$ cat config.mk
export PLATFORM = sky130hd
export DESIGN_NAME = pdu_input_cond_flat
export DESIGN_NICKNAME = d
export VERILOG_FILES = /design/src/rtl/pdu_pkg.sv /design/src/rtl/pdu_input_cond_if.sv /design/src/rtl/pdu_input_cond_db_bit.sv /design/src/rtl/pdu_input_cond.sv /design/src/flat_wrapper.sv
export SDC_FILE = /design/constraint.sdc
export NUM_CORES = 1
export LEC_CHECK = 0
export BUFFER_PORTS_ARGS = -buffer_cell sky130_fd_sc_hd__buf_2
export CAP_MARGIN = 20
export CORE_ASPECT_RATIO = 2
export CORE_MARGIN = 10
export CORE_UTILIZATION = 40
export DETAILED_ROUTE_END_ITERATION = 16
export PLACE_DENSITY_LB_ADDON = 0.05
export SLEW_MARGIN = 20
export SYNTH_ARGS = -nofsm -noshare
export SYNTH_HDL_FRONTEND = slang
export SYNTH_SLANG_ARGS = --single-unit
$ cat constraint.sdc
create_clock -name clk -period 2.3 [get_ports clk]
set_clock_uncertainty 0.1 [all_clocks]
set_input_delay 0.46 -clock clk [delete_from_list [all_inputs] [get_ports clk]]
set_output_delay 0.46 -clock clk [all_outputs]
set_load 0.05 [all_outputs]
$ cat src/rtl/pdu_pkg.sv
// Shared constants for the debug-unit input conditioner: bit ordering of
// the conditioned input vector and default debounce timing.
package pdu_pkg;

   // Number of independently conditioned raw inputs
   localparam int NUM_IN = 8;

   // Position of each raw input inside the packed conditioning vector
   localparam int IDX_RUN   = 0;
   localparam int IDX_STEP  = 1;
   localparam int IDX_VALID = 2;
   localparam int IDX_IN0   = 3;
   localparam int IN_W      = 5;

   // 10 ms at 100 MHz
   localparam int DB_MAX_DEFAULT = 1000000;
   localparam int CNT_W_DEFAULT  = 20;

endpackage

$ cat src/rtl/pdu_input_cond_if.sv
// Board-side bundle for the input conditioner: raw switch/button levels in,
// debounced levels and edge pulses out. The board/bench side is the master,
// the conditioner is the slave.
interface pdu_input_cond_if;

   logic       run_raw;
   logic       step_raw;
   logic       valid_raw;
   logic [4:0] in_raw;

   logic       run;
   logic       step;
   logic       valid;
   logic [4:0] in;
   logic       step_p;
   logic       valid_pn;

   modport master (
      output run_raw, step_raw, valid_raw, in_raw,
      input  run, step, valid, in, step_p, valid_pn
   );

   modport slave (
      input  run_raw, step_raw, valid_raw, in_raw,
      output run, step, valid, in, step_p, valid_pn
   );

endinterface

$ cat src/rtl/pdu_input_cond_db_bit.sv
// Single-bit conditioner: two-flop synchroniser followed by a debounce
// counter. The stable level only follows the synchronised input after it
// has disagreed for DB_MAX consecutive cycles; any agreement restarts the
// count from zero, so the counter can never pass DB_MAX-1.
module db_bit #(
   parameter int DB_MAX = 1000000,
   parameter int CNT_W  = 20
) (
   input  logic clk,
   input  logic rst_n,
   input  logic raw_i,
   output logic stable_o
);

   localparam logic [CNT_W-1:0] CNT_LAST = CNT_W'(DB_MAX - 1);

   logic             s1_q, s1_d;
   logic             s2_q, s2_d;
   logic [CNT_W-1:0] cnt_q, cnt_d;
   logic             stable_q, stable_d;

   // Next-state: synchroniser shift and debounce count/commit decision
   always_comb begin
      s1_d     = raw_i;
      s2_d     = s1_q;
      cnt_d    = cnt_q;
      stable_d = stable_q;
      if (s2_q == stable_q) begin
         cnt_d = '0;
      end else if (cnt_q == CNT_LAST) begin
         stable_d = s2_q;
         cnt_d    = '0;
      end else begin
         cnt_d = cnt_q + CNT_W'(1);
      end
   end

   // State registers, cleared asynchronously so in-flight counts are dropped
   always_ff @(posedge clk or negedge rst_n) begin
      if (!rst_n) begin
         s1_q     <= 1'b0;
         s2_q     <= 1'b0;
         cnt_q    <= '0;
         stable_q <= 1'b0;
      end else begin
         s1_q     <= s1_d;
         s2_q     <= s2_d;
         cnt_q    <= cnt_d;
         stable_q <= stable_d;
      end
   end

   assign stable_o = stable_q;

endmodule

$ cat src/rtl/pdu_input_cond.sv
// Debug-unit front end: conditions run/step/valid and the five data
// switches independently, then derives a step rising-edge pulse and a
// valid any-edge pulse from the debounced levels. All outputs are already
// in the clk domain, so downstream logic uses them directly.
module pdu_input_cond
   import pdu_pkg::*;
#(
   parameter int DB_MAX = DB_MAX_DEFAULT,
   parameter int CNT_W  = CNT_W_DEFAULT
) (
   input  logic             clk,
   input  logic             rst_n,
   pdu_input_cond_if.slave  bus
);

   logic [NUM_IN-1:0] raw_vec;
   logic [NUM_IN-1:0] stable_vec;

   logic step_prev_q, step_prev_d;
   logic valid_prev_q, valid_prev_d;

   assign raw_vec = {bus.in_raw, bus.valid_raw, bus.step_raw, bus.run_raw};

   // One independent synchroniser/debouncer per raw input
   for (genvar i = 0; i < NUM_IN; i++) begin : g_db
      db_bit #(
         .DB_MAX (DB_MAX),
         .CNT_W  (CNT_W)
      ) u_db_bit (
         .clk      (clk),
         .rst_n    (rst_n),
         .raw_i    (raw_vec[i]),
         .stable_o (stable_vec[i])
      );
   end

   // Previous stable step/valid levels for the edge detectors
   always_comb begin
      step_prev_d  = stable_vec[IDX_STEP];
      valid_prev_d = stable_vec[IDX_VALID];
   end

   // Edge-detector history, cleared with the debouncers so no edge is
   // invented at reset
   always_ff @(posedge clk or negedge rst_n) begin
      if (!rst_n) begin
         step_prev_q  <= 1'b0;
         valid_prev_q <= 1'b0;
      end else begin
         step_prev_q  <= step_prev_d;
         valid_prev_q <= valid_prev_d;
      end
   end

   assign bus.run      = stable_vec[IDX_RUN];
   assign bus.step     = stable_vec[IDX_STEP];
   assign bus.valid    = stable_vec[IDX_VALID];
   assign bus.in       = stable_vec[IDX_IN0 +: IN_W];
   assign bus.step_p   = stable_vec[IDX_STEP] & ~step_prev_q;
   assign bus.valid_pn = stable_vec[IDX_VALID] ^ valid_prev_q;

endmodule
$ cat src/flat_wrapper.sv
// flat-port wrapper written by rule: the top's interface ports become plain ports
module pdu_input_cond_flat import pdu_pkg::*;
#(
   parameter int DB_MAX = DB_MAX_DEFAULT,
   parameter int CNT_W  = CNT_W_DEFAULT
)
  (clk, rst_n, bus_run_raw, bus_step_raw, bus_valid_raw, bus_in_raw, bus_run, bus_step, bus_valid, bus_in, bus_step_p, bus_valid_pn);
  pdu_input_cond_if bus_i ();
  input  logic clk;
  input  logic rst_n;
  input wire logic [$bits(bus_i.run_raw)-1:0] bus_run_raw;
  input wire logic [$bits(bus_i.step_raw)-1:0] bus_step_raw;
  input wire logic [$bits(bus_i.valid_raw)-1:0] bus_valid_raw;
  input wire logic [$bits(bus_i.in_raw)-1:0] bus_in_raw;
  output wire logic [$bits(bus_i.run)-1:0] bus_run;
  output wire logic [$bits(bus_i.step)-1:0] bus_step;
  output wire logic [$bits(bus_i.valid)-1:0] bus_valid;
  output wire logic [$bits(bus_i.in)-1:0] bus_in;
  output wire logic [$bits(bus_i.step_p)-1:0] bus_step_p;
  output wire logic [$bits(bus_i.valid_pn)-1:0] bus_valid_pn;
  assign bus_i.run_raw = bus_run_raw;
  assign bus_i.step_raw = bus_step_raw;
  assign bus_i.valid_raw = bus_valid_raw;
  assign bus_i.in_raw = bus_in_raw;
  assign bus_run = bus_i.run;
  assign bus_step = bus_i.step;
  assign bus_valid = bus_i.valid;
  assign bus_in = bus_i.in;
  assign bus_step_p = bus_i.step_p;
  assign bus_valid_pn = bus_i.valid_pn;
  pdu_input_cond #(.DB_MAX(DB_MAX), .CNT_W(CNT_W)) u_core (.clk(clk), .rst_n(rst_n), .bus(bus_i));
endmodule
# Yosys cells after proc, flatten, opt, wreduce, memory -nomap -nowiden
# Cells that the tools add are included.
[word_totals] output_inout_bits=10 wordCells=93 regBits=186
[classes] n_mux=16 reduce_logical=8 bitwise=11 n_eq_ne=16 n_addsub=8
[ops] operator="20-bit two-way mux" count=16
[ops] operator="20-bit by 1-bit adder with 20-bit output (second input constant)" count=8
[ops] operator="20-bit equality test (second input constant)" count=8
[ops] operator="2-bit AND reduction" count=8
[ops] operator="1-bit inverter" count=9
[ops] operator="1-bit equality test" count=8
[ops] operator="1-bit bitwise AND" count=1
[ops] operator="1-bit XOR" count=1

# Longest topological paths before layout
# Gate-level depths: netlist of the first run.
[logic_depth] ltp_word=3 depth_mapped=6 mapped_depth_nobuf=5

# Cells and area by module
# A second synthesis of the first run with hierarchy kept.
[hier_totals] cells_unflattened=868 hier_area_um2=8983.6
[by_module_without_submodules] module="db_bit" cells_each=108 n_inst=8 area_per_inst_um2=1114.8 seq_area_each_um2=575.6
[by_module_without_submodules] module="pdu_input_cond" cells_each=4 n_inst=1 area_per_inst_um2=65.1 seq_area_each_um2=50.0

# Least setup slack after synthesis of the first run
# Ideal clock, no wire load.
[synth_timing] path_type="flip-flop to flip-flop" from="reg u_core.g_db[5].u_db_bit.cnt_q[13]" to="reg u_core.g_db[5].u_db_bit.stable_q" setup_slack_ns=0.134 synth_period_minus_slack_ns=2.166 arrival_ns=1.942 path_stages_with_launch=5 setup_time_ns=0.125 required_ns=2.075 cell_sequence="dfrtp_1 -> or4_1 -> or4_4 -> nor2_1 -> mux2_2"
[synth_between] elab_chain_cells=2
[synth_lines] item="start, declared" line="pdu_input_cond_db_bit.sv:19" source="logic [CNT_W-1:0] cnt_q, cnt_d;"
[synth_lines] item="start signal, assigned" line="pdu_input_cond_db_bit.sv:48" source="cnt_q <= cnt_d;"
[synth_lines] item="20-bit equality test" line="pdu_input_cond_db_bit.sv:30" source="end else if (cnt_q == CNT_LAST) begin"
[synth_lines] item="2-bit AND reduction (no source line)"
[synth_lines] item="end signal, assigned" line="pdu_input_cond_db_bit.sv:49" source="stable_q <= stable_d;"
[synth_lines] item="end, declared" line="pdu_input_cond_db_bit.sv:20" source="logic stable_q, stable_d;"
# No other way between the ends.
# A chain may end at the register's enable or synchronous reset.

# Worst setup path after layout of the first run
# Ends and elaborated chain as after synthesis.

==> out/results.tsv, run 1 <==
stage	metric	value	unit
final_layout	final_nets	960	
logic_synthesis	avgSynthCellArea	9.987	um2
placed_design	gp_congestion	0.8033	
clocking	clk_latency	0.45	ns
route	num_vias	6497	
global_routing	overflow	0	
final_layout	regArea	4654	um2
sta	slew_headroom	57.46	%
sta	setup_tns	0	ns
sta	report.final.slew_viol_count	0	
setup_path	cp.arrival	2.40	ns
setup_path	reg2regPathDepth	4	
clocking	clkTransAtPathRegs	0.07	ns
final_layout	multi_input_area	3956	um2
setup_path	crit_fanout	2	
clocking	hold_buffers	8	
global_routing	grt.total_usage	13.34	%
final_layout	syn_to_final_growth	14.99	%
placed_design	hpwl	13030	um
setup_path	crit_path_end_kind	flop	
route	dr.pass1.iters	4	
sta	hold_violations	0	
sta	fin_crit_sh	94.11	%
clocking	cts_buffer_depth	2	
floorplanning	fp.dieH	230.1	um
route	via_per_inst	5.291	
pwr	ir_worst_vdd	0.4308	mV
sta	min_period	2.165	ns
clocking	cts_sinks	186	
logic_synthesis	yosysTopAreaCellShare	52.72	%
final_layout	final_util	46.83	%
sta	setup_viol	0	
flow_run	drv_cap	0	
sta	tightest_slew	0.6322	ns
hold_path	hp-start	bus_run_raw	
final_layout	n_fill_cell	2071	
floorplanning	initial_core_util	40.72	%
route	drcViolationCount	0	
global_routing	grt_pass1_vias	6938	
logic_synthesis	netlist_instances	884	
hold_path	whs_path_depth	1	
floorplanning	die-area	28770	um2
global_routing	grt_pass1_wl	32500	um
logic_synthesis	async_flop_share	100.0	%
pwr	leakagePower	0.004099	uW
clocking	ctsResizeCount	0	
logic_synthesis	synth_seq_cells	186	
global_routing	antenna_found_initial	0	
setup_path	setup.worst_path.start_class	flop	
placed_design	dp.cells	1188	
floorplanning	core	21680	um2
setup_path	reg2reg_slack	0.14	ns
logic_synthesis	seq_area_frac_synth	52.72	%
floorplanning	die_x	125.1	um
final_layout	drive_above_1_share	11.10	%
setup_path	r2r-start	u_core.g_db[5].u_db_bit.cnt_q[13]	
pwr	finalPower	6590	uW
hold_path	hp-class	input port to flop	
setup_path	critPathRequiredTime	2.53	ns
floorplanning	num_rows	76	
logic_synthesis	synthesis.nets	902	
sta	max_freq	462.0	MHz
placed_design	io_buffer_count	19	
route	drt_iter0_markers	307	
final_layout	num_antenna_cells	0	
setup_path	r2r-end	u_core.g_db[5].u_db_bit.stable_o	
sta	rsz0062_at_grt	no	
global_routing	grt_max_degree	51	
logic_synthesis	syn_area	8828	um2
clocking	cts_root_buf	clkbuf_16	
pwr	cellPowerDensity	649.1	nW/um2
clocking	cts_tree	built	
logic_synthesis	synth_edf_count	0	
logic_synthesis	synthFlopType	dfrtp_1	
logic_synthesis	yosys_warnings	0	
logic_synthesis	ys_types	41	
clocking	cts-buffers-inserted	17	
route	drtAntennaViolNets	0	
clocking	postCtsSetupBuffers	0	
clocking	htree_levels	4	
final_layout	final_cells	1228	
logic_synthesis	netlist_top_cells_area	dfrtp_1, xnor2_1, nor2_1	
outcome	status	complete, no violations	
route	wl_per_cell	14.88	um
hold_path	hold_path_end	u_core.g_db[0].u_db_bit.s1_q	
logic_synthesis	synth_top_cell_by_area	dfrtp_1	
floorplanning	ios	20	
setup_path	criticalPathCategory	flop to flop	
route	routed_wl	18280	um
==> stage by stage <==
step / area [um2] / worst slack (ns) / hold WS [ns]
6_report: 10150 / 0.1355 / 0.03450
3_5_place_dp: 9478 / 0.1322 / 0.2397
4_1_cts: 10150 / 0.1161 / 0.007478
5_1_grt: 10150 / 0.03668 / 0.01093
3_3_place_gp: 9478 / 0.1676 / 0.2325
2_1_floorplan: 8828 / 0.1337 / 0.06441
==> Yosys cell counts, types with 4 or more instances <==
library cell	n
o21ai_0	24
buf_2	4
nor2_1	147
nor4_1	27
xor2_1	43
nor4b_1	6
or4_1	16
and3_1	13
ha_1	8
a21oi_1	29
o31ai_1	10
xnor2_1	74
mux2i_1	6
buf_4	5
and2_1	4
inv_1	31
clkbuf_1	11
nand2_1	47
nand3_1	53
mux2_2	8
dfrtp_1	186
nor3_1	34
and4_1	12
nand4_1	41
or3_1	18
==> state kept, by name, summed over array words and instances (netlist names) <==
| signal | flops |
|---|---|
| u_core.g_db.u_db_bit.cnt_q | 160 |
| u_core.step_prev_q | 1 |
| u_core.valid_prev_q | 1 |
| u_core.g_db.u_db_bit.s1_q | 8 |
| u_core.g_db.u_db_bit.stable_o | 8 |
| u_core.g_db.u_db_bit.s2_q | 8 |
==> report_power, final <==
| part | total (uW) | internal [uW] | switching [uW] |
|---|---|---|---|
| clock | 2990 | 1740 | 1250 |
| sequential | 3360 | 3320 | 45.4 |
| combinational | 237 | 84.5 | 153 |
==> routing by layer <==
layer / track usage, % / vias to the layer above / part of all wire [%]
met4: 5.423 / 0 / 1.7
met1: 14.12 / 3217 / 40
met2: 24.56 / 45 / 56
li1: - / 3213 / -
met3: 3.134 / 22 / 2.2
met5: 0 / - / 0
==> critical path, cell delays in order (launching register included) <==
cell,delay (ns)
dfrtp_1,0.38
or4_1,0.52
or4_4,0.52
nor2_1,0.18
mux2_2,0.35
==> layout make-up <==
type                    count  share of cell area [%]
repair buffers             61                   4.819
well taps                 273                   3.365
inverters                  31                   1.146
clock inverters            11                   1.417
flip-flops and latches    186                   45.85
clock buffers              21                   4.437
multi-input cells         645                   38.97
==> worst max-delay path by stage <==
stage,from,endpoint,slack (ns),cells after the start
finish,u_core.g_db[5].u_db_bit.cnt_q[13],u_core.g_db[5].u_db_bit.stable_o,0.14,4
detailed placement,u_core.g_db[5].u_db_bit.cnt_q[13],u_core.g_db[5].u_db_bit.stable_o,0.13,4
global placement,u_core.g_db[5].u_db_bit.cnt_q[13],u_core.g_db[5].u_db_bit.stable_o,0.17,4
global route,u_core.g_db[3].u_db_bit.cnt_q[8],u_core.g_db[3].u_db_bit.cnt_q[18],0.04,4
floorplan,u_core.g_db[5].u_db_bit.cnt_q[13],u_core.g_db[5].u_db_bit.stable_o,0.13,4
CTS,u_core.g_db[5].u_db_bit.cnt_q[13],u_core.g_db[5].u_db_bit.stable_o,0.12,4
==> logic make-up (layout without fill, tap and decap cells) <==
family                     after synthesis  after routing  synth area share (%)
muxes                                   14             14                 1.701
AOI/OAI and AO/OA                       73             73                 4.918
adders and majority gates                8              8                 1.134
and+or+nand+nor                        433            433                 25.23
buffers and inverters                   53            124                 2.693
DFF                                    186            186                 52.72
xor gates and xnor gates               117            117                 11.61
==> cells in the final DEF, fill, tap and decap left out, types with 8 or more instances in the layout <==
cell type      count
and4_1            12
inv_1             31
clkbuf_16         17
dlygate4sd3_1      8
ha_1               8
buf_4             30
dfrtp_1          186
or3_1             18
nand2_1           47
nor4_1            27
nor2_1           147
a21oi_1           29
xnor2_1           74
and3_1            13
buf_2             18
o21ai_0           24
mux2_2             8
nand4_1           41
nand3_1           53
xor2_1            43
nor3_1            34
or4_1             16
Power figures use the tool's default switching activity.
==> run 2, diff against run 1 <==
--- a/config.mk
+++ b/config.mk
@@ -5,6 +5,7 @@
 export SDC_FILE = /design/constraint.sdc
 export NUM_CORES = 1
 export LEC_CHECK = 0
+export ABC_AREA = 1
 export BUFFER_PORTS_ARGS = -buffer_cell sky130_fd_sc_hd__buf_2
 export CAP_MARGIN = 20
 export CORE_ASPECT_RATIO = 2
@@ -12,7 +13,9 @@
 export CORE_UTILIZATION = 40
 export DETAILED_ROUTE_END_ITERATION = 16
 export PLACE_DENSITY_LB_ADDON = 0.05
+export SETUP_SLACK_MARGIN = 0.3
 export SLEW_MARGIN = 20
 export SYNTH_ARGS = -nofsm -noshare
 export SYNTH_HDL_FRONTEND = slang
+export SYNTH_HIERARCHICAL = 1
 export SYNTH_SLANG_ARGS = --single-unit
==> run 2 against run 1 <==
  * Count of clock-buffer cells in the layout decreased by 1
  * Sequential share of layout area decreased by 7.3 points
  * Flip-flop and latch count is the same
  * Worst hold slack improved by 0.22 ns
  * Area after synthesis is 22% higher
  * Die area rose by 19%
  * Worst setup slack gained 0.27 ns
  * Synthesized cell count is 47% higher
  * Clock power up 8.4%
  * Non-clock buffer count down 30
  * Global-route usage up 2.3 points
  * Cell count rose by 39%
==> out/results.tsv, run 2 <==
stage	metric	value	unit	change
setup_path	criticalPathCategory	flop to output port		
setup_path	crit_path_end_kind	output port		
floorplanning	fp.dieH	251.9	um	+9.5%
flow_run	drv_cap	0		unchanged
route	wl_per_cell	14.78	um	-0.72%
logic_synthesis	ys_types	24		-41%
clocking	cts_tree	built		
setup_path	crit_fanout	6		+4
final_layout	final_common_cell	nor2_1		
sta	max_freq	529.1	MHz	+15%
hold_path	hold_path_end	u_core/g_db[2].u_db_bit/s2_q		
global_routing	overflow	0		unchanged
pwr	ir_worst_vdd	0.5504	mV	+28%
placed_design	io_buffer_count	19		unchanged
floorplanning	initial_core_util	40.77	%	+0.055 points
global_routing	grt_pass1_wl	42680	um	+31%
logic_synthesis	async_flop_share	100.0	%	unchanged
setup_path	cp.arrival	1.33	ns	-1.07 ns
setup_path	reg2reg_slack	0.71	ns	+0.57 ns
logic_synthesis	synth_common_cells	nor2_1, dfrtp_1, nand2_1		
pwr	p_clk_share	47.3	%	+2.0 points
logic_synthesis	synth_most_common_cell	nor2_1		
route	dr.pass1.iters	4		unchanged
floorplanning	die_x	136.0	um	+8.7%
setup_path	r2r-start	u_core/g_db[7].u_db_bit/cnt_q[0]		
pwr	p_comb_share	3.7	%	about the same
pwr	cellPowerDensity	566.7	nW/um2	-13%
sta	fin_crit_sh	82.17	%	-12 points
sta	report.final.slew_viol_count	0		unchanged
logic_synthesis	avgSynthCellArea	8.293	um2	-17%
floorplanning	ios	20		unchanged
route	drt_iter0_markers	375		+22%
logic_synthesis	seq_area_frac_synth	43.27	%	-9.5 points
floorplanning	die-area	34250	um2	+19%
clocking	cts-buffers-inserted	17		unchanged
final_layout	syn_to_final_growth	12.21	%	
pwr	power_switching	1557	uW	+7.4%
logic_synthesis	synth_seq_cells	186		unchanged
sta	hold_violations	0		unchanged
global_routing	grt_pass1_vias	8747		+26%
final_layout	final_cell_mix	nor2_1, dfrtp_1, nand2_1, inv_1, nand3_1		
placed_design	hpwl	19630	um	+51%
logic_synthesis	yosysTopAreaCellShare	43.27	%	-9.5 points
final_layout	largest_reg_flops	160		unchanged
clocking	htree_levels	4		unchanged
floorplanning	core	26380	um2	+22%
pwr	swShare	22.76	%	+0.78 points
outcome	status	complete, no violations		
global_routing	grt_max_degree	84		+65%
logic_synthesis	netlist_top_cells_area	dfrtp_1, nor2_1, nand2_1		
hold_path	whs_path_depth	0		-1
final_layout	final_util	45.76	%	-1.1 points
clocking	cts_root_buf	clkbuf_16		
route	via_per_inst	4.875		-7.9%
logic_synthesis	yosys_warnings	6		+6
setup_path	critPathRequiredTime	1.74	ns	-0.79 ns
final_layout	top_register	u_core/g_db.u_db_bit/cnt_q		
clocking	cts_sinks	186		unchanged
logic_synthesis	synthesis.nets	1315		+46%
route	drcViolationCount	0		unchanged
sta	slew_headroom	58.13	%	+0.66 points
sta	setup_tns	0	ns	unchanged
final_layout	drive_above_1_share	22.72	%	+12 points
clocking	cts_buffer_depth	2		unchanged
sta	setup_viol	0		unchanged
logic_synthesis	synth_edf_count	0		unchanged
final_layout	final_nets	1365		+42%
route	num_vias	8307		+28%
floorplanning	num_rows	84		+11%
sta	min_period	1.890	ns	-0.2746 ns
clocking	clkTransAtPathRegs	0.07	ns	about the same
logic_synthesis	netlist_instances	1297		+47%
sta	rsz0062_at_grt	no		
pwr	internal_power	5283	uW	+2.8%
clocking	ctsResizeCount	0		unchanged
setup_path	reg2regPathDepth	6		+2
pwr	leakagePower	0.005070	uW	+24%
placed_design	gp_congestion	0.8528		+6.2%
logic_synthesis	synthFlopType	dfrtp_1		
global_routing	antenna_found_initial	0		unchanged
hold_path	hp-start	u_core/g_db[2].u_db_bit/s1_q		
final_layout	n_fill_cell	2695		+30%
logic_synthesis	syn_area	10760	um2	+22%
setup_path	setup.worst_path.start_class	flop		
route	drtAntennaViolNets	0		unchanged
logic_synthesis	synth_top_cell_by_area	dfrtp_1		
route	routed_wl	25180	um	+38%
pwr	p_seq_share	49.0	%	-2.1 points
hold_path	hp-class	flop to flop		
sta	tightest_slew	0.6281	ns	-0.004097 ns
final_layout	num_antenna_cells	0		unchanged
clocking	clk_latency	0.45	ns	about the same
setup_path	r2r-end	u_core/g_db[7].u_db_bit/cnt_q[5]		
global_routing	grt.total_usage	15.60	%	+2.3 points
run 2: cell count changes after synthesis, sizes merged, moves of 18 or more:
| cell | before | now |
|---|---|---|
| nor2 | 147 | 385 |
| nand2 | 47 | 259 |
| inv | 31 | 131 |
| xnor2 | 74 | 16 |
| nand3 | 53 | 104 |
| nor4 | 27 | 0 |
| xor2 | 43 | 64 |
| or3 | 18 | 0 |
| or4 | 18 | 0 |
run 2: power groups by stage:
stage	clock network (uW)	registers (uW)	logic [uW]
6_report	3240	3350	254
2_1_floorplan	0	3410	130
3_5_place_dp	0	3410	258
3_3_place_gp	0	3410	255
4_1_cts	3360	3350	269
5_1_grt	3460	3360	300
run 2: timing repair:
action | 4_1_cts | 5_1_grt
buffers inserted | 0 | 0
endpoints found under the hold margin | 136 | 0
hold buffers | 9 | 0
run 2: layout make-up:
class                   instances  area [um2]  area share (%)
multi-input cells             980        5610           46.48
flip-flops and latches        186        4654           38.56
inverters                     131       491.7           4.074
clock buffers                  20       456.7           3.784
well taps                     344       430.4           3.566
repair buffers                 31       241.5           2.001
clock inverters                12       185.2           1.534
run 2: through the flow:
| stage | cell area, um2 | worst slack [ns] | power (uW) | hold slack [ns] | instances |
|---|---|---|---|---|---|
| 2_1_floorplan | 10760 | 0.3077 | 3537 | 0.06441 | 1297 |
| 3_3_place_gp | 11340 | 0.7056 | 3668 | 0.2330 | 1663 |
| 3_5_place_dp | 11340 | 0.7019 | 3672 | 0.2364 | 1663 |
| 4_1_cts | 12070 | 0.3449 | 6983 | 0.2536 | 1704 |
| 5_1_grt | 12070 | 0.3194 | 7114 | 0.2581 | 1704 |
| 6_report | 12070 | 0.4101 | 6840 | 0.2496 | 1704 |
run 2: worst max-delay path by stage:
stage / start / to / slack (ns) / cells past startpoint
after floorplan: u_core/g_db[1].u_db_bit/stable_o / bus_step_p / 0.31 / 2
after global placement: u_core/g_db[3].u_db_bit/cnt_q[0] / u_core/g_db[3].u_db_bit/cnt_q[5] / 0.71 / 6
after detailed placement: u_core/g_db[3].u_db_bit/cnt_q[0] / u_core/g_db[3].u_db_bit/cnt_q[5] / 0.70 / 6
after CTS: u_core/g_db[2].u_db_bit/stable_o / bus_valid_pn / 0.34 / 4
after global routing: u_core/g_db[2].u_db_bit/stable_o / bus_valid_pn / 0.32 / 4
final: u_core/g_db[2].u_db_bit/stable_o / bus_valid_pn / 0.41 / 4
run 2: layer usage:
layer | GRT usage [%] | vias up | wire length [um]
li1 | - | 4199 | -
met2 | 30.76 | 97 | 14830
met5 | 0 | - | 0
met1 | 14.67 | 3953 | 8940
met4 | 7.887 | 0 | 905
met3 | 2.548 | 58 | 498
run 2: critical path, cell delays in order, from the launching register on:
cell and delay (ns):
dfrtp_1 0.45, inv_1 0.09, nand2_1 0.05, nand2_1 0.04, buf_2 0.25
run 2: logic make-up (layout without fill, tap and decap cells):
| group | Yosys count | in the layout | share of synthesized area [%] |
|---|---|---|---|
| buffers and inverters | 131 | 194 | 4.571 |
| XOR/XNOR | 80 | 80 | 7.072 |
| AND/OR/NAND/NOR | 836 | 836 | 41.55 |
| adder cells (fa/ha/maj) | 8 | 8 | 0.9306 |
| AO/OA/AOI/OAI | 56 | 56 | 2.606 |
| flip-flops | 186 | 186 | 43.27 |
==> run 3, diff against run 2 <==
--- a/config.mk
+++ b/config.mk
@@ -5,7 +5,7 @@
 export SDC_FILE = /design/constraint.sdc
 export NUM_CORES = 1
 export LEC_CHECK = 0
-export ABC_AREA = 1
+export ABC_AREA = 0
 export BUFFER_PORTS_ARGS = -buffer_cell sky130_fd_sc_hd__buf_2
 export CAP_MARGIN = 20
 export CORE_ASPECT_RATIO = 2
==> constraint.sdc (replaced) <==
create_clock -name clk -period 1.8 [get_ports clk]
set_clock_uncertainty 0.1 [all_clocks]
set_input_delay 0.36 -clock clk [delete_from_list [all_inputs] [get_ports clk]]
set_output_delay 0.36 -clock clk [all_outputs]
set_load 0.05 [all_outputs]
==> run 3 against run 2 <==
  * Count of clock-buffer cells in the layout is 2 higher
  * Worst setup slack worse by 0.43 ns
  * Design area up 21%
  * The run now ends with setup timing left
  * Largest power group unchanged
==> out/results.tsv, run 3 <==
stage	metric	value	unit	change
placed_design	gp_congestion	0.8027		-5.9%
sta	fin_crit_sh	101.0	%	
logic_synthesis	synth_xor_area_share	12.58	%	+5.5 points
floorplanning	die-area	29220	um2	-15%
global_routing	grt.total_usage	16.85	%	+1.3 points
floorplanning	die_x	126.0	um	-7.3%
final_layout	drive_above_1_share	55.55	%	+33 points
clocking	cts_tree	built		
logic_synthesis	synthSimpleGateAreaFrac	27.37	%	-14 points
logic_synthesis	synthesis.nets	886		-33%
logic_synthesis	synth_edf_count	0		unchanged
pwr	cellPowerDensity	609.7	nW/um2	+7.6%
logic_synthesis	synth_fa_ha_area_share	1.114	%	+0.18 points
sta	tightest_slew	0.4130	ns	-0.2151 ns
logic_synthesis	netlist_instances	868		-33%
clocking	cts_sinks	186		unchanged
sta	rsz0062_at_grt	yes		
setup_path	r2r-start	u_core/g_db[3].u_db_bit/cnt_q[0]		
setup_path	crit_start	u_core/g_db[3].u_db_bit/cnt_q[0]		
final_layout	largest_reg_flops	160		unchanged
pwr	leakagePower	0.005970	uW	+18%
final_layout	n_fill_cell	1663		-38%
setup_path	crit_fanout	4		-2
route	dr.pass1.iters	4		unchanged
logic_synthesis	synth_compound_gate_area_share	2.563	%	-0.043 points
flow_run	drv_cap	0		unchanged
logic_synthesis	synthFlopType	dfrtp_1		
logic_synthesis	syn_area	8984	um2	-16%
route	via_per_inst	5.252		+7.7%
clocking	cts_root_buf	clkbuf_16		
outcome	status	complete, but fails checks		
global_routing	grt_pass1_vias	8464		-3.2%
outcome	violations	setup timing		
clocking	cts_buffer_depth	2		unchanged
route	num_vias	7700		-7.3%
floorplanning	core	22160	um2	-16%
pwr	ir_worst_vdd	0.8219	mV	+49%
logic_synthesis	synth_common_cells	dfrtp_1, nor2_1, xnor2_1		
placed_design	hpwl	14850	um	-24%
logic_synthesis	synth_top_family_by_area	simple AND/OR/NAND/NOR gates		
setup_path	critPathRequiredTime	2.08	ns	+0.34 ns
setup_path	crit_path_end_kind	flop		
logic_synthesis	async_flop_share	100.0	%	unchanged
final_layout	final_cell_mix	buf_4, dfrtp_1, nor2_4, xnor2_1, dfrtp_2		
logic_synthesis	seq_area_frac_synth	51.81	%	+8.5 points
hold_path	hp-start	u_core/g_db[0].u_db_bit/s1_q		
route	routed_wl	25020	um	-0.65%
logic_synthesis	avgSynthCellArea	10.35	um2	+25%
final_layout	final_nets	1195		-12%
final_layout	multi_input_area	6017	um2	+7.2%
global_routing	grt_max_degree	41		-51%
sta	setup_viol	3		+3
logic_synthesis	synthMuxAreaShare	2.786	%	+2.8 points
sta	min_period	1.818	ns	
final_layout	final_common_cell	buf_4		
hold_path	hp-class	flop to flop		
placed_design	io_buffer_count	19		unchanged
logic_synthesis	synth_seq_cells	186		unchanged
final_layout	design_area	14630	um2	+21%
clocking	cts-buffers-inserted	17		unchanged
logic_synthesis	synth_top_cell_by_area	dfrtp_1		
logic_synthesis	netlist_top_cells_area	dfrtp_1, xnor2_1, nor2_1		
floorplanning	initial_core_util	40.54	%	-0.23 points
floorplanning	num_rows	77		-8.3%
logic_synthesis	yosysTopAreaCellShare	51.81	%	+8.5 points
global_routing	grt_pass1_wl	40830	um	-4.3%
final_layout	num_antenna_cells	0		unchanged
final_layout	regArea	4732	um2	+1.7%
final_layout	top_register	u_core/g_db.u_db_bit/cnt_q		
clocking	clk_latency	0.45	ns	about the same
route	drt_iter0_markers	288		-23%
route	drcViolationCount	0		unchanged
floorplanning	ios	20		unchanged
setup_path	cp.arrival	2.10	ns	+0.77 ns
route	wl_per_cell	17.06	um	+15%
sta	report.final.slew_viol_count	0		unchanged
sta	hold_violations	0		unchanged
final_layout	final_util	66.02	%	+20 points
sta	setup_ws	-0.01823	ns	-0.4283 ns
sta	max_freq	550.0	MHz	
global_routing	antenna_found_initial	0		unchanged
route	drtAntennaViolNets	0		unchanged
clocking	clkTransAtPathRegs	0.07	ns	about the same
logic_synthesis	yosys_warnings	6		unchanged
setup_path	criticalPathCategory	flop to flop		
placed_design	placedInstanceArea	10770	um2	-5.1%
final_layout	syn_to_final_growth	62.86	%	
logic_synthesis	ys_types	27		+13%
setup_path	setup.worst_path.start_class	flop		
logic_synthesis	synth_most_common_cell	dfrtp_1		
sta	slew_headroom	72.37	%	+14 points
floorplanning	fp.dieH	231.9	um	-7.9%
global_routing	overflow	0		unchanged
clocking	htree_levels	4		unchanged
-- run 3: timing repair --
| item | 4_1_cts | 5_1_grt |
|---|---|---|
| pin swaps | 74 | 46 |
| hold buffers | 9 | 0 |
| endpoints found under the hold margin | 34 | 0 |
| cloned | 9 | 2 |
| gates resized for setup | 216 | 273 |
| endpoints found under the setup margin | 178 | 178 |
| setup buffers | 110 | 26 |
-- run 3: metal layers --
layer	vias to the layer above	GRT usage, %	wire length (um)
li1	3666	-	-
met1	3908	16.52	8871
met2	75	32.93	15010
met3	51	2.789	408
met4	0	7.863	720
met5	-	0	0
-- run 3: worst max-delay path, cell delays in order (launching register included) --
cell	delay, ns
dfrtp_1	0.41
buf_6	0.13
nand4_1	0.19
or4_4	0.48
or3_4	0.34
a21oi_2	0.11
-- run 3: logic make-up (layout without fill, tap and decap cells) --
logic type | Yosys count | after routing
adders and majority gates | 8 | 8
DFF | 186 | 186
AOI/OAI and AO/OA | 40 | 40
muxes | 24 | 24
and+or+nand+nor | 441 | 441
buffers and inverters | 40 | 362
xor gates and xnor gates | 129 | 129
-- run 3: layout make-up --
| class | instances | area share (%) |
|---|---|---|
| Timing Repair Buffer | 298 | 19.15 |
| Clock buffer | 22 | 3.241 |
| Sequential cell | 186 | 32.34 |
| Clock inverter | 10 | 0.9578 |
| Tap cell | 276 | 2.360 |
| Inverter | 32 | 0.8210 |
| Multi-Input combinational cell | 642 | 41.13 |
-- run 3: path summary, 6_finish.rpt --
check | cells past startpoint | slack [ns] | to
hold / removal | 0 | 0.26 | u_core/g_db[0].u_db_bit/s2_q
setup / recovery | 5 | -0.02 | u_core/g_db[3].u_db_bit/cnt_q[17]
min in group asynchronous | 2 | 0.28 | u_core/g_db[7].u_db_bit/cnt_q[10]
hold reg to reg | 0 | 0.26 | u_core/g_db[0].u_db_bit/s2_q
max in group asynchronous | 3 | 0.72 | u_core/g_db[0].u_db_bit/cnt_q[12]
setup reg to reg | 5 | -0.02 | u_core/g_db[3].u_db_bit/cnt_q[17]
-- run 3: power breakdown --
| group | switching [uW] | leakage, uW | total, uW | internal (uW) |
|---|---|---|---|---|
| sequential | 60.4 | 0.00244 | 4300 | 4240 |
| clock | 1640 | 0.000293 | 3940 | 2300 |
| combinational | 360 | 0.00324 | 678 | 319 |
| total | 2060 | 0.00597 | 8920 | 6860 |
-- run 3: metrics by stage --
| step | setup WS, ns | setup TNS [ns] | instances | power, uW | hold WS [ns] |
|---|---|---|---|---|---|
| 3_3_place_gp | -0.01682 | -0.02598 | 1278 | 4728 | 0.1888 |
| 4_1_cts | 0.04001 | 0 | 1438 | 8889 | 0.2580 |
| 6_report | -0.01823 | -0.03542 | 1466 | 8920 | 0.2555 |
| 3_5_place_dp | -0.09493 | -0.2817 | 1278 | 4746 | 0.1951 |
| 5_1_grt | -0.08698 | -1.099 | 1466 | 9266 | 0.2580 |
| 2_1_floorplan | 0.1145 | 0 | 868 | 4520 | -0.03559 |
